$ cat src/rtl/logic_unit_scheduler.sv
// Purpose : round-robin sharing of one registered WIDTH-bit bitwise logic unit among N_REQ requesters.
// Latency : grant/handshake in cycle T -> res_valid from T+2; best case one result every 3 cycles.
// Backpr. : result held in a single-entry buffer (HOLD) until res_ready; no grants are issued meanwhile.
//
// Ports:
//   clk, rst_n                 clock (rising edge) and async active-low reset
//   req_valid/req_ready        per-requester handshake; req_ready is one-hot or zero, only in IDLE
//   req_op/req_a/req_b         per-requester opcode (3b) and operands, slice i belongs to requester i
//   res_valid/res_ready        result handshake
//   res_data/res_id/res_err    result, owning requester, illegal-opcode flag
//   busy, op_count             FSM not idle; saturating count of completed results
module logic_unit_scheduler #(
  parameter int N_REQ = 4,
  parameter int WIDTH = 8,
  parameter int IDW   = 2
) (
  input  logic                   clk,
  input  logic                   rst_n,
  input  logic [N_REQ-1:0]       req_valid,
  output logic [N_REQ-1:0]       req_ready,
  input  logic [3*N_REQ-1:0]     req_op,
  input  logic [WIDTH*N_REQ-1:0] req_a,
  input  logic [WIDTH*N_REQ-1:0] req_b,
  output logic                   res_valid,
  input  logic                   res_ready,
  output logic [WIDTH-1:0]       res_data,
  output logic [IDW-1:0]         res_id,
  output logic                   res_err,
  output logic                   busy,
  output logic [15:0]            op_count
);

  typedef enum logic [1:0] {S_IDLE, S_EXEC, S_HOLD} state_t;

  state_t           r_state;
  state_t           w_next_state;
  logic [IDW-1:0]   r_rr_ptr;
  logic [2:0]       r_op;
  logic [WIDTH-1:0] r_a;
  logic [WIDTH-1:0] r_b;
  logic [IDW-1:0]   r_gid;
  logic             r_res_valid;
  logic [WIDTH-1:0] r_res_data;
  logic [IDW-1:0]   r_res_id;
  logic             r_res_err;
  logic [15:0]      r_op_count;

  logic             w_any;
  logic             w_hi_any;
  logic [IDW-1:0]   w_lo_idx;
  logic [IDW-1:0]   w_hi_idx;
  logic [IDW-1:0]   w_gidx;
  logic [N_REQ-1:0] w_grant;
  logic             w_hs;
  logic [2:0]       w_sel_op;
  logic [WIDTH-1:0] w_sel_a;
  logic [WIDTH-1:0] w_sel_b;
  logic [WIDTH-1:0] w_result;

  // Round-robin search: the loop runs high-to-low so the final assignment is the
  // lowest index. Prefer the lowest valid at or above rr_ptr, else wrap to the
  // lowest valid overall.
  always_comb begin
    w_any    = 1'b0;
    w_hi_any = 1'b0;
    w_lo_idx = '0;
    w_hi_idx = '0;
    for (int i = N_REQ - 1; i >= 0; i--) begin
      if (req_valid[i]) begin
        w_any    = 1'b1;
        w_lo_idx = IDW'(i);
        if (IDW'(i) >= r_rr_ptr) begin
          w_hi_any = 1'b1;
          w_hi_idx = IDW'(i);
        end
      end
    end
  end

  assign w_gidx  = w_hi_any ? w_hi_idx : w_lo_idx;
  assign w_grant = w_any ? (N_REQ'(1) << w_gidx) : '0;
  assign w_hs    = (r_state == S_IDLE) && w_any;

  // Grants are also masked while reset is asserted so every output reads zero.
  assign req_ready = (r_state == S_IDLE && rst_n) ? w_grant : '0;

  always_comb begin
    w_sel_op = '0;
    w_sel_a  = '0;
    w_sel_b  = '0;
    for (int i = 0; i < N_REQ; i++) begin
      if (IDW'(i) == w_gidx) begin
        w_sel_op = req_op[3*i +: 3];
        w_sel_a  = req_a[WIDTH*i +: WIDTH];
        w_sel_b  = req_b[WIDTH*i +: WIDTH];
      end
    end
  end

  always_comb begin
    w_result = '0;
    case (r_op)
      3'd0:    w_result = r_a & r_b;
      3'd1:    w_result = r_a | r_b;
      3'd2:    w_result = ~r_a;
      3'd3:    w_result = ~(r_a & r_b);
      3'd4:    w_result = ~(r_a | r_b);
      3'd5:    w_result = r_a ^ r_b;
      3'd6:    w_result = ~(r_a ^ r_b);
      default: w_result = '0;  // opcode 7: illegal, flagged via res_err
    endcase
  end

  always_ff @(posedge clk or negedge rst_n) begin
    if (!rst_n) r_state <= S_IDLE;
    else        r_state <= w_next_state;
  end

  always_comb begin
    w_next_state = r_state;
    case (r_state)
      S_IDLE:  if (w_hs) w_next_state = S_EXEC;
      S_EXEC:  w_next_state = S_HOLD;
      S_HOLD:  if (res_ready) w_next_state = S_IDLE;
      default: w_next_state = S_IDLE;
    endcase
  end

  always_ff @(posedge clk or negedge rst_n) begin
    if (!rst_n) begin
      r_rr_ptr    <= '0;
      r_op        <= '0;
      r_a         <= '0;
      r_b         <= '0;
      r_gid       <= '0;
      r_res_valid <= 1'b0;
      r_res_data  <= '0;
      r_res_id    <= '0;
      r_res_err   <= 1'b0;
      r_op_count  <= '0;
    end else begin
      if (w_hs) begin
        r_op     <= w_sel_op;
        r_a      <= w_sel_a;
        r_b      <= w_sel_b;
        r_gid    <= w_gidx;
        r_rr_ptr <= (w_gidx == IDW'(N_REQ - 1)) ? '0 : w_gidx + 1'b1;
      end
      if (r_state == S_EXEC) begin
        r_res_data  <= w_result;
        r_res_id    <= r_gid;
        r_res_err   <= (r_op == 3'd7);
        r_res_valid <= 1'b1;
      end
      if (r_state == S_HOLD && res_ready) begin
        r_res_valid <= 1'b0;
        if (r_op_count != 16'hFFFF) r_op_count <= r_op_count + 16'd1;
      end
    end
  end

  assign res_valid = r_res_valid;
  assign res_data  = r_res_data;
  assign res_id    = r_res_id;
  assign res_err   = r_res_err;
  assign busy      = (r_state != S_IDLE);
  assign op_count  = r_op_count;

endmodule
$ cat config.mk
export PLATFORM = sky130hd
export DESIGN_NAME = logic_unit_scheduler
export DESIGN_NICKNAME = d
export VERILOG_FILES = /design/src/rtl/logic_unit_scheduler.sv
export SDC_FILE = /design/constraint.sdc
export NUM_CORES = 1
export LEC_CHECK = 0
export ABC_AREA = 0
export BUFFER_PORTS_ARGS = -buffer_cell sky130_fd_sc_hd__clkbuf_2
export CAP_MARGIN = 20
export CORE_AREA = 10 10 95 97
export DETAILED_ROUTE_END_ITERATION = 8
export DIE_AREA = 0 0 105 107
export GPL_TIMING_DRIVEN = 1
export PLACE_DENSITY = 0.9
export RECOVER_POWER = 25
export SLEW_MARGIN = 20
export SYNTH_ARGS = -nofsm -noshare
export SYNTH_HDL_FRONTEND = slang
export SYNTH_SLANG_ARGS = --single-unit
$ cat constraint.sdc
create_clock -name clk -period 4.3 [get_ports clk]
set_input_delay 1.075 -clock clk [delete_from_list [all_inputs] [get_ports clk]]
set_output_delay 1.075 -clock clk [all_outputs]
set_load 0.01 [all_outputs]
### Yosys cells after proc, flatten, opt, wreduce, memory -nomap -nowiden

Cells that the tools add are included.

| cells by class | value |
|---|---|
| add/sub/neg operators | 2 |
| $lt $le $gt $ge | 4 |
| equal/unequal tests | 16 |
| shift operators | 1 |
| multiplexer cells | 46 |
| bitwise logic cells | 7 |
| reduce and logical (&&, ||, !) cells | 10 |

Operators with widths:

| operator | number |
|---|---|
| $mux W8 | 8 |
| $pmux W8 S7 | 1 |
| $mux W2 | 16 |
| $not A8 Y8 | 4 |
| $add A16 B1 Y16 const B | 1 |
| $ne A16 B16 Y1 const B | 1 |
| $mux W1 | 14 |
| $eq A3 B3 Y1 const B | 4 |
| $mux W3 | 4 |
| $and A8 B8 Y8 | 1 |
| $mux W4 | 2 |
| $or A8 B8 Y8 | 1 |
| $xor A8 B8 Y8 | 1 |
| $eq A3 B2 Y1 const B | 2 |
| $pmux W2 S3 | 1 |
| $eq A2 B2 Y1 const A | 2 |
| $eq A2 B2 Y1 const B | 2 |
| $ge A1 B2 Y1 const A | 2 |
| $ge A2 B2 Y1 const A | 2 |
| $logic_not A2 Y1 | 2 |
| $ne A2 B2 Y1 const B | 2 |
| $reduce_and A2 Y1 | 2 |
| $reduce_bool A2 Y1 | 2 |
| $shl A1 B2 Y4 const A | 1 |
| 6 further kinds | 8 |

| word-level totals | value |
|---|---|
| register bits | 53 |
| bits of input ports | 83 |
| word-level logic and storage cells | 97 |

### Logic depth before layout (Yosys ltp)

| depth | value |
|---|---|
| word-level depth | 15 |
| mapped depth | 11 |
| mapped depth without buffers | 9 |

### Least setup slack after synthesis

OpenSTA, ideal clock, no wires.

| path | value |
|---|---|
| path kind | input to output |
| from | input req_valid[3] |
| to | output req_ready[3] |
| data arrival time | 2769 ps |
| required time | 3225 ps |
| setup slack | 456 ps |
| stages | 7 |
| cell sequence | nor2b_1 > o21a_1 > a311oi_1 > ha_1 > clkbuf_1 > clkbuf_1 > and3_1 |

| between the ends | value |
|---|---|
| word-level cells in the longest chain between the ends | 11 |
| elaborated cells between the ends (all ways) | 26 |
| those cells by class | shift (1); mux (25) |

RTL lines:

| item | line | text |
|---|---|---|
| start: declaration | 19 | `input logic [N_REQ-1:0] req_valid,` |
| $mux W2 or $mux W1 (tied branches) | 69 | `if (req_valid[i]) begin` |
| $mux W2 or $mux W1 (tied branches) | 72 | `if (IDW'(i) >= r_rr_ptr) begin` |
| $mux W2 or $mux W1 (tied branches) | 69 |  |
| $mux W2 or $mux W1 (tied branches) | 72 |  |
| $mux W2 or $mux W1 (tied branches) | 69 |  |
| $mux W2 or $mux W1 (tied branches) | 72 |  |
| $mux W2 or $mux W1 (tied branches) | 69 |  |
| $mux W2 * | 80 | `assign w_gidx = w_hi_any ? w_hi_idx : w_lo_idx;` |
| named net w_gidx[0] | 52 | `logic [IDW-1:0] w_gidx;` |
| $shl A1 B2 Y4 * | 81 | `assign w_grant = w_any ? (N_REQ'(1) << w_gidx) : '0;` |
| $mux W4 * | 81 |  |
| $mux W4 * | 85 | `assign req_ready = (r_state == S_IDLE && rst_n) ? w_grant : '0;` |
| end: declaration | 20 | `output logic [N_REQ-1:0] req_ready,` |

Mark *: on every way through the listed nets, which the timed path passes. The rest lies on a longest branch.

### Final worst setup path

| path | value |
|---|---|
| from | input req_valid[3] |
| to | output req_ready[0] |

The elaborated chain is that of the path after synthesis.

==> key figures <==
Run status
  • Outcome: complete, no violations

Place
  • I/O Buffers: between 100 and 150
  • DP HPWL: roughly 7700 µm
  • Post-Place Cells: 628
  • GPL Wtd Cong: roughly 0.85

STA
  • Fin. Hold Viols: 0
  • Fmax: 263 MHz
  • Least-Margin Pin Slew: 0.770 ns
  • Clk_skew: between 0.005 and 0.006 ns
  • Fin. max-slew vios: 0
  • Final setup TNS: 0 ns
  • Finish-stage setup viols: 0
  • Period minus WS final: 3.80 ns
  • Max_slew headroom: 48.7%
  • RSZ-0062 raised after global routing: no
  • Tcrit/Tclk final: 88.4%

Die
  • Ports: 116
  • Die height: 107 µm
  • Die ar.: roughly 11000 µm²
  • Initial Utilization: 51.0%
  • Die width: ~110 µm
  • Rows: 31
  • CORE AREA: 7140 µm²

Setup path
  • Crit-path max FO: 5
  • Crit path kind: primary input to output pin
  • CP Launch Type: primary input
  • CP endpoint kind: output pin
  • Critical Path AT: between 2 and 3 ns
  • CP Data Required Time: ~3.2 ns

CTS
  • # hold bufs at CTS: 0
  • Maximum level of the CTS H-tree: 2
  • Clk pin slew, worst setup/hold paths: around 0.10 ns
  • Worst-skew pair later-pin latency: 0.31 ns
  • Clk sinks: 53
  • CTS Buf Count: 5
  • Root buffer cell: clkbuf_8
  • CTS tree: built
  • PostCTS Resize Cnt: 0
  • Clock buffer depth: 2
  • Setup Buffers After CTS: 0

Layout
  • FILL cells: 641
  • Final Util: 60.9%
  • ANT cells: 0
  • Area of the multi-input gates: 2010 µm²
  • Reg area: 1330 µm²
  • Layout Area Growth over Synthesis: 19.4%
  • Non-Filler Instances: 636
  • Layout cells sized above 1: between 20% and 30%
  • Final net count: 640

Synth
  • Seq cells post-synth: 53
  • Cells after synthesis: between 400 and 500
  • YS warnings: 0
  • Share of the synthesized area in the top cell type: 36.5%
  • Distinct cells, synth: 43
  • Mapped Nets: 542
  • Ys async rst share: 100%
  • Syn avg cell area: 8.30 µm²
  • Seq/Total Area, Yosys: 36.5%
  • Count leader, synth: a21oi_1
  • Most frequent cells after synthesis: a21oi_1 (59), dfrtp_1 (53), inv_1 (45)
  • Main area contributors after synthesis: dfrtp_1 (36%), a21oi_1 (8.1%), ha_1 (7.2%)
  • Most area-hungry cell type in the Yosys netlist: dfrtp_1
  • Ys flop type: dfrtp_1
  • Post-synth EDFFs: 0
  • Synthesized area: 3640 µm²

Pwr
  • P_leak: 2.21 nW
  • Net switching power: between 1 and 1.5 mW
  • Comb pwr share: 55.1%
  • Power per Cell Area: 647 nW/µm²
  • Net switching fraction of the power: 46.0%
  • Max VDD drop: between 0.0004 and 0.0005 V
  • Clock power frac: 10.3%
  • Int Power: 1.52 mW
  • Overall power: around 2.8 mW
  • Sequential share of power: 34.7%

GRT
  • Remaining Overflow, GRT: 0
  • Vias in the first global route: 3532
  • Largest net degree at the start of global routing: 54
  • Global Route Usage Sum: 16.7%
  • Global-route wire length before repair: 16000 µm
  • Initial antenna violation count: 0

Route
  • Starting DRT DRC Count: 140
  • DRC Markers: 0
  • Total number of vias: about 3.5k
  • Final ANT Viol Nets: 0
  • WL per Instance: 15.0 µm
  • Total Wirelength: 9540 µm
  • Drt pass-1 iters: 5
  • Via density: around 5.5

Run
  • Maxcap violations: 0

Min path
  • Worst min path class: flip-flop to flip-flop
kinds of logic (layout without fill, tap and decap cells):
logic type      count (synthesis)  count (layout)  share of synthesized area [%]
simple gates                  116             116                           16.3
mux                            15              15                           4.51
compound gates                145             145                           24.5
buf+inv                        75             174                           7.88
xor+xnor                       13              13                           3.13
fa+ha+maj                      21              21                           7.22
flops                          53              53                           36.5
layout make-up:
class                           count  share of cell area [%]
Inverter                           45                    3.89
Timing Repair Buffer              121                    14.3
Tap cell                           99                    2.85
Clock inverter                      3                   0.490
Multi-Input combinational cell    310                    46.4
Clock buffer                        5                    1.58
Sequential cell                    53                    30.6
state kept, by name, summed over array words and instances (netlist names), 3 cells and up:
signal and flops:
op_count 16, r_a 8, r_b 8, r_op 3, res_data 8
worst max-delay path: stages:
cell and delay, ns:
clkbuf_2 0.13, nor2b_1 0.05, o21a_1 0.16, a311oi_1 0.61
inv_1 0.16, ha_1 0.25, and3_1 0.16, clkbuf_2 0.12
power groups by stage:
stage	clock network [mW]	logic (mW)	registers, mW
finish	0.289	1.55	0.973
CTS	0.293	1.56	0.971
floorplan	0	1.24	0.872
global route	0.317	1.77	1.01
global placement	0	1.47	0.955
detailed placement	0	1.55	0.980
cell usage in the layout (no fill, tap or decap), drive strengths merged, types with 6 or more instances in the layout:
cell and count:
o21ai 30, and3 7, nor2b 12, ha 21
a31oi 8, a21oi 59, dfrtp 53, nand4 8
nand2b 7, nand3 10, xnor2 11, a211o 8
nor2 34, mux2 8, buf 6, clkbuf 120
inv 46, a22oi 19, mux2i 7, nand2 29
path summary, 6_finish.rpt:
kind | to | slack, ns | startpoint | depth (start not counted)
max | req_ready[0] | 0.50 | req_valid[3] | 8
min | res_data[1]$_DFFE_PN0P_ | 0.50 | res_data[1]$_DFFE_PN0P_ | 2
max reg2reg | r_op[2]$_DFFE_PN0P_ | 1.47 | r_rr_ptr[1]$_DFFE_PN0P_ | 10
min reg2reg | res_data[1]$_DFFE_PN0P_ | 0.50 | res_data[1]$_DFFE_PN0P_ | 2
max in group asynchronous | r_op[2]$_DFFE_PN0P_ | 2.81 | rst_n | 2
min in group asynchronous | r_gid[0]$_DFFE_PN0P_ | 1.04 | rst_n | 2
metrics by stage:
stage	setup slack [ns]	hold WS, ns	instance area [µm²]
floorplan	0.456	0.477	3640
global placement	0.609	0.468	4270
detailed placement	0.502	0.486	4270
CTS	0.498	0.508	4360
global route	0.302	0.542	4340
finish	0.498	0.500	4340
layer usage:
metal | global-route usage (%) | up-vias | wire length, µm
met5 | 0 | - | 0
met4 | 6.08 | 0 | 179
met1 | 19.2 | 1612 | 3940
met3 | 6.11 | 11 | 828
met2 | 28.1 | 122 | 4590
li1 | - | 1731 | -
No activity file was read; power rests on OpenSTA's default activity.
